## config.mk

```make
export PLATFORM = sky130hd
export DESIGN_NAME = filt_pixel_writer
export DESIGN_NICKNAME = d
export VERILOG_FILES = /design/src/rtl/filt_pkg.sv /design/src/rtl/sync_fifo.sv /design/src/rtl/filt_pixel_writer.sv
export SDC_FILE = /design/constraint.sdc
export NUM_CORES = 1
export LEC_CHECK = 0
export BUFFER_PORTS_ARGS = -buffer_cell sky130_fd_sc_hd__buf_2
export CAP_MARGIN = 20
export CORE_ASPECT_RATIO = 0.5
export CORE_UTILIZATION = 54
export DETAILED_ROUTE_END_ITERATION = 10
export PLACE_DENSITY = 0.84
export SLEW_MARGIN = 20
export SYNTH_ARGS = -nofsm -noshare
export SYNTH_HDL_FRONTEND = slang
export SYNTH_SLANG_ARGS = --single-unit
export TNS_END_PERCENT = 5
```

## constraint.sdc

```tcl
create_clock -name clk_in -period 3.95 [get_ports clk_in]
set_input_delay 0 -clock clk_in [delete_from_list [all_inputs] [get_ports clk_in]]
set_output_delay 0 -clock clk_in [all_outputs]
set_load 0.02 [all_outputs]
```

## src/rtl/filt_pkg.sv

```systemverilog
// Shared types and frame constants for the wave-filter output path
// (remap stage, pixel writer, display reader).
package filt_pkg;

  localparam int FRAME_W = 240;
  localparam int FRAME_H = 320;
  localparam int ADDR_W  = 17;

  typedef logic [6:0] pix_t;

  typedef struct packed {
    logic [ADDR_W-1:0] addr;
    pix_t              pix;
  } wr_entry_t;

  typedef enum logic [1:0] {
    STREAM = 2'd0,
    DRAIN  = 2'd1,
    DONE   = 2'd2
  } writer_state_t;

endpackage

```

## src/rtl/sync_fifo.sv

```systemverilog
// Single-clock FIFO with a combinational head. The caller must only push
// when not full (or when popping in the same cycle) and only pop when not empty.
module sync_fifo #(
  parameter int WIDTH = 24,
  parameter int DEPTH = 8
) (
  input  logic             clk_in,
  input  logic             rst_in,
  input  logic             push,
  input  logic             pop,
  input  logic [WIDTH-1:0] wdata,
  output logic             full,
  output logic             empty,
  output logic [WIDTH-1:0] head
);
  import filt_pkg::*;

  localparam int PTR_W = $clog2(DEPTH);
  localparam logic [PTR_W:0] PTR_ONE = 1;

  logic [WIDTH-1:0] mem [DEPTH];
  logic [PTR_W:0]   wr_ptr;
  logic [PTR_W:0]   rd_ptr;

  // NOTE: storage is deliberately not reset; only the pointers define
  // which entries are live, and a reset array would not map onto RAM.
  always_ff @(posedge clk_in) begin
    if (push) mem[wr_ptr[PTR_W-1:0]] <= wdata;
  end

  // NOTE: sequential state uses non-blocking assignments so every register
  // samples pre-edge values regardless of block ordering.
  always_ff @(posedge clk_in or posedge rst_in) begin
    if (rst_in) begin
      wr_ptr <= '0;
      rd_ptr <= '0;
    end else begin
      if (push) wr_ptr <= wr_ptr + PTR_ONE;
      if (pop)  rd_ptr <= rd_ptr + PTR_ONE;
    end
  end

  // The extra pointer bit tells a full ring from an empty one.
  assign empty = (wr_ptr == rd_ptr);
  assign full  = (wr_ptr[PTR_W] != rd_ptr[PTR_W]) &&
                 (wr_ptr[PTR_W-1:0] == rd_ptr[PTR_W-1:0]);
  assign head  = mem[rd_ptr[PTR_W-1:0]];

endmodule

```

## src/rtl/filt_pixel_writer.sv

```systemverilog
// Scatters remapped pixels into the filtered-frame BRAM at v*WIDTH+h,
// buffering around write-port stalls and flagging when a frame is fully written.
module filt_pixel_writer #(
  parameter int WIDTH      = filt_pkg::FRAME_W,
  parameter int HEIGHT     = filt_pkg::FRAME_H,
  parameter int ADDR_W     = filt_pkg::ADDR_W,
  parameter int FIFO_DEPTH = 8
) (
  input  logic              clk_in,
  input  logic              rst_in,
  input  logic              data_valid_in,
  input  logic [10:0]       hcount_in,
  input  logic [9:0]        vcount_in,
  input  logic [6:0]        pixel_in,
  input  logic              frame_end_in,
  input  logic              bram_grant_in,
  output logic              ready_out,
  output logic              we_out,
  output logic [ADDR_W-1:0] addr_out,
  output logic [6:0]        data_out,
  output logic              frame_done_out,
  output logic [15:0]       drop_count_out,
  output logic [15:0]       ovf_count_out
);
  import filt_pkg::*;

  localparam int DATA_W = ADDR_W + $bits(pix_t);

  writer_state_t state, state_nxt;

  logic        s0_valid, s0_fe;
  logic [10:0] s0_h;
  logic [9:0]  s0_v;
  pix_t        s0_pix;
  logic        s0_in_range;
  logic [ADDR_W-1:0] s0_addr;

  logic        s1_valid, s1_drop, s1_fe;
  logic [ADDR_W-1:0] s1_addr;
  pix_t        s1_pix;

  logic              fifo_push, fifo_pop, fifo_full, fifo_empty;
  logic [DATA_W-1:0] fifo_head;

  // Compare on zero-extended values so an oversized hcount can never wrap into range.
  assign s0_in_range = (32'(s0_h) < 32'(WIDTH)) && (32'(s0_v) < 32'(HEIGHT));
  assign s0_addr     = ADDR_W'(32'(s0_v) * 32'(WIDTH) + 32'(s0_h));

  always_ff @(posedge clk_in or posedge rst_in) begin
    if (rst_in) begin
      s0_valid <= 1'b0;
      s0_fe    <= 1'b0;
      s0_h     <= '0;
      s0_v     <= '0;
      s0_pix   <= '0;
      s1_valid <= 1'b0;
      s1_drop  <= 1'b0;
      s1_fe    <= 1'b0;
      s1_addr  <= '0;
      s1_pix   <= '0;
    end else begin
      // Input is only taken while streaming; DRAIN/DONE ignore it.
      s0_valid <= data_valid_in && (state == STREAM);
      s0_fe    <= frame_end_in && (state == STREAM);
      s0_h     <= hcount_in;
      s0_v     <= vcount_in;
      s0_pix   <= pixel_in;
      s1_valid <= s0_valid && s0_in_range;
      s1_drop  <= s0_valid && !s0_in_range;
      s1_fe    <= s0_fe;
      s1_addr  <= s0_addr;
      s1_pix   <= s0_pix;
    end
  end

  // A pop in the same cycle frees the slot, so a full FIFO can still accept.
  assign fifo_pop  = bram_grant_in && !fifo_empty;
  assign fifo_push = s1_valid && (!fifo_full || fifo_pop);

  sync_fifo #(
    .WIDTH (DATA_W),
    .DEPTH (FIFO_DEPTH)
  ) u_fifo (
    .clk_in (clk_in),
    .rst_in (rst_in),
    .push   (fifo_push),
    .pop    (fifo_pop),
    .wdata  ({s1_addr, s1_pix}),
    .full   (fifo_full),
    .empty  (fifo_empty),
    .head   (fifo_head)
  );

  assign we_out   = fifo_pop;
  assign addr_out = fifo_empty ? '0 : fifo_head[DATA_W-1 -: ADDR_W];
  assign data_out = fifo_empty ? '0 : fifo_head[$bits(pix_t)-1:0];

  always_ff @(posedge clk_in or posedge rst_in) begin
    if (rst_in) begin
      drop_count_out <= '0;
      ovf_count_out  <= '0;
    end else begin
      if (s1_drop && drop_count_out != 16'hFFFF)
        drop_count_out <= drop_count_out + 16'd1;
      if (s1_valid && fifo_full && !fifo_pop && ovf_count_out != 16'hFFFF)
        ovf_count_out <= ovf_count_out + 16'd1;
    end
  end

  always_ff @(posedge clk_in or posedge rst_in) begin
    if (rst_in) state <= STREAM;
    else        state <= state_nxt;
  end

  // NOTE: every output of this block gets a default first so no path
  // through the case statement can infer a latch.
  always_comb begin
    state_nxt      = state;
    ready_out      = 1'b0;
    frame_done_out = 1'b0;
    unique case (state)
      STREAM: begin
        ready_out = 1'b1;
        if (s1_fe) state_nxt = DRAIN;
      end
      DRAIN: begin
        if (!s0_valid && !s1_valid && fifo_empty) state_nxt = DONE;
      end
      DONE: begin
        frame_done_out = 1'b1;
        state_nxt      = STREAM;
      end
      default: state_nxt = STREAM;
    endcase
  end

endmodule

```

==> results.txt <==
Status = finished, final reports clean
CTS tree = built
Combinational share of power = 29.5%
DRC = 0
First-pass GRT wire length = 37400 um
Synth area leaders = edfxtp_1, dfrtp_1, mux4_2, fa_1, ha_1
H-tree Lvls = 1
Warning count from the yosys run = 0
Arrival time worst endpoint = 4.12 ns
Synth async-reset ratio = 34.0%
Pin count of the biggest net entering global routing = 72
DIE WIDTH = 215 um
Number of global-route vias before repair = 6737
Cell variety after synth = 58
WL final = 24200 um
Worst Path Required = 4.33 ns
Clk Latency, worst-skew pair = 0.54 ns
Worst slew pin tran = 0.973 ns
Relative slew slack = 35.1%
Slew Viols, Final = 0
Skew final = 0.0264 ns
Final hold slack = 0.108 ns
P per Cell Area = 652 nW/um^2
Die H = 109 um
Filler instances = 1454
Synth area leader = edfxtp_1
Max-Cap Viols = 0
Final WS setup = 0.216 ns
CP Max Fanout = 3
Final #Nets = 946
Final Hold Viols = 0
Syn Inst Count = 730
Core area = 22000 um^2
RSZ-0062 raised after global routing = no
Synth cell count leaders = edfxtp_1, dfrtp_1, mux4_2
DR WL/cell = 20.4 um
Most common cell in the netlist = edfxtp_1
VDD IR max = 0.354 mV
Post-synthesis register bit count = 291
Initial antenna violation count = 0
Clock sink count = 291
Synth Net Count = 809
Clock-pin transition on the worst setup and hold timing paths = 0.07 ns
Setup TNS = 0 ns
Startpoint Class = flip-flop
Row cnt = 38
1st-pass router iterations = 5
Gpl congestion = 0.800
Grt total ovfl = 0
Vias per cell = 5.57
Gr usage total = 21.0%
Diodes inserted = 0
Leakage = 0.00572 uW
Ports = 92
Starting Density = 55.9%
Psw = 2940 uW
Final period util = 94.5%
Post-synthesis area per instance = 16.9 um^2
Post-synth EDFFs = 192
Postcts setup bufs = 0
Synthesized area = 12300 um^2
Sw frac = 31.4%
Port bufs = 91
Worst slack at placement = 0.263 ns
CTS Buffer Depth = 3
Vias post-DR = 6616
Synth top area share = 46.9%
Fin crit period = 3.73 ns
Area of the die = 23400 um^2
Share of cells above drive strength 1 = 25.4%
Commonest register cell after synthesis = edfxtp_1
Sequential share of power = 40.9%
CP max stage cell = fa_1
Worst min-delay path class = primary input to flip-flop
DRT iter0 DRCs = 506
CP Capture Type = flip-flop
Worst path max stage delay = 0.57 ns
Final core occ = 65.3%
WS Path Type = flip-flop to flip-flop
Clk pwr share = 29.6%
TritonCTS Buffers = 26
Post-DP HPWL = 13900 um
ANT nets after route = 0
Sequential fraction of the synthesis area = 67.0%
Int Pwr = 6430 uW
Worst path cell trace = fa_1 > inv_1 > fa_1 > inv_1 > ha_1 > a21o_1 > a21oi_1 > xnor2_1 > ha_1 > or3_1 > o21ai_0 > nand2b_1 > nor3b_1 > xor2_1
Max Freq = 268 MHz
Clock Root Buffer = clkbuf_16
# setup viols final = 0
Area delta synth->final = 16.8%
==> through the flow <==
step	total power (uW)	area, um^2	cells
final	9370	14400	1187
after global routing	9800	14400	1187
after CTS	9430	14400	1187
after detailed placement	6610	13100	1107
after global placement	6540	13100	1107
after floorplan	5930	12300	730
==> kinds of logic (layout without fill, tap and decap cells) <==
| logic type | after synthesis | count (layout) | share of synthesized area, % |
|---|---|---|---|
| DFF | 291 | 291 | 67.0 |
| and+or+nand+nor | 150 | 150 | 6.70 |
| muxes | 78 | 78 | 11.3 |
| buffers and inverters | 69 | 226 | 2.80 |
| xor gates and xnor gates | 55 | 55 | 4.10 |
| adders and majority gates | 46 | 46 | 5.78 |
| AOI/OAI and AO/OA | 41 | 41 | 2.34 |
==> critical path, delay by kind of cell, from the launching register on <==
| kind | cells | cell delay (ns) |
|---|---|---|
| adders and majority gates | 4 | 1.67 |
| and+or+nand+nor | 3 | 0.62 |
| AOI/OAI and AO/OA | 3 | 0.47 |
| DFF | 1 | 0.41 |
| xor gates and xnor gates | 2 | 0.31 |
| buffers and inverters | 2 | 0.11 |
==> power groups by stage <==
stage / logic [uW] / clock network (uW) / registers, uW
2_1_floorplan: 2130 / 0 / 3800
3_3_place_gp: 2680 / 0 / 3860
3_5_place_dp: 2730 / 0 / 3880
4_1_cts: 2800 / 2810 / 3830
5_1_grt: 2990 / 2940 / 3860
6_report: 2760 / 2770 / 3840
==> state kept, by name, indices dropped and copies added (netlist names) <==
signal	cells
s0_valid	1
s0_fe	1
u_fifo.rd_ptr	4
s1_fe	1
s1_valid	1
u_fifo.mem	192
s1_addr	17
ovf_count_out	16
s0_v	10
s0_h	11
state	2
drop_count_out	16
u_fifo.wr_ptr	4
s1_drop	1
s1_pix	7
s0_pix	7
==> placed cells by master (no fill, tap or decap), types with 8 or more instances in the layout <==
cell type	synthesis	final
edfxtp_1	192	192
dfrtp_1	99	97
buf_2	8	91
mux4_2	48	48
inv_1	42	41
nor2_1	40	40
dlygate4sd3_1	0	32
ha_1	28	28
nand2_1	26	26
xor2_1	26	26
xnor2_1	26	26
mux2i_1	26	26
clkbuf_16	0	26
fa_1	18	18
nand3_1	15	15
buf_4	0	13
a21oi_1	10	10
nand4_1	9	9
nor3_1	11	8
==> worst paths after layout <==
path | cells after the start | endpoint | startpoint | slack (ns)
max | 14 | s1_addr[13] | s0_v[0] | 0.22
max reg2reg | 14 | s1_addr[13] | s0_v[0] | 0.22
min | 2 | s0_pix[3] | pixel_in[3] | 0.11
min reg2reg | 0 | s1_fe | s0_fe | 0.35
max in group asynchronous | 4 | u_fifo.rd_ptr[1] | rst_in | 2.71
min in group asynchronous | 3 | drop_count_out[12] | rst_in | 0.23
==> layer usage <==
metal | vias to the layer above | part of all wire (%) | global-route usage, %
li1 | 2973 | - | -
met1 | 3376 | 43 | 28.8
met2 | 225 | 50 | 35.9
met3 | 42 | 5.5 | 3.24
met4 | 0 | 2.1 | 5.52
met5 | - | 0 | 0
==> layout make-up <==
| class | count | area, um^2 | area share [%] |
|---|---|---|---|
| tap | 300 | 375 | 2.61 |
| sequential | 291 | 8250 | 57.4 |
| clock inverter | 14 | 240 | 1.67 |
| timing repair buffer | 136 | 873 | 6.08 |
| inverter | 42 | 160 | 1.11 |
| clock buffer | 34 | 711 | 4.95 |
| multi-input combinational | 370 | 3760 | 26.2 |
==> timing repair <==
action                    4_1_cts  5_1_grt
hold endpoints to repair      102        0
gates resized for setup         0        0
hold buffers                   32        0
No activity file was read; power rests on OpenSTA's default activity.
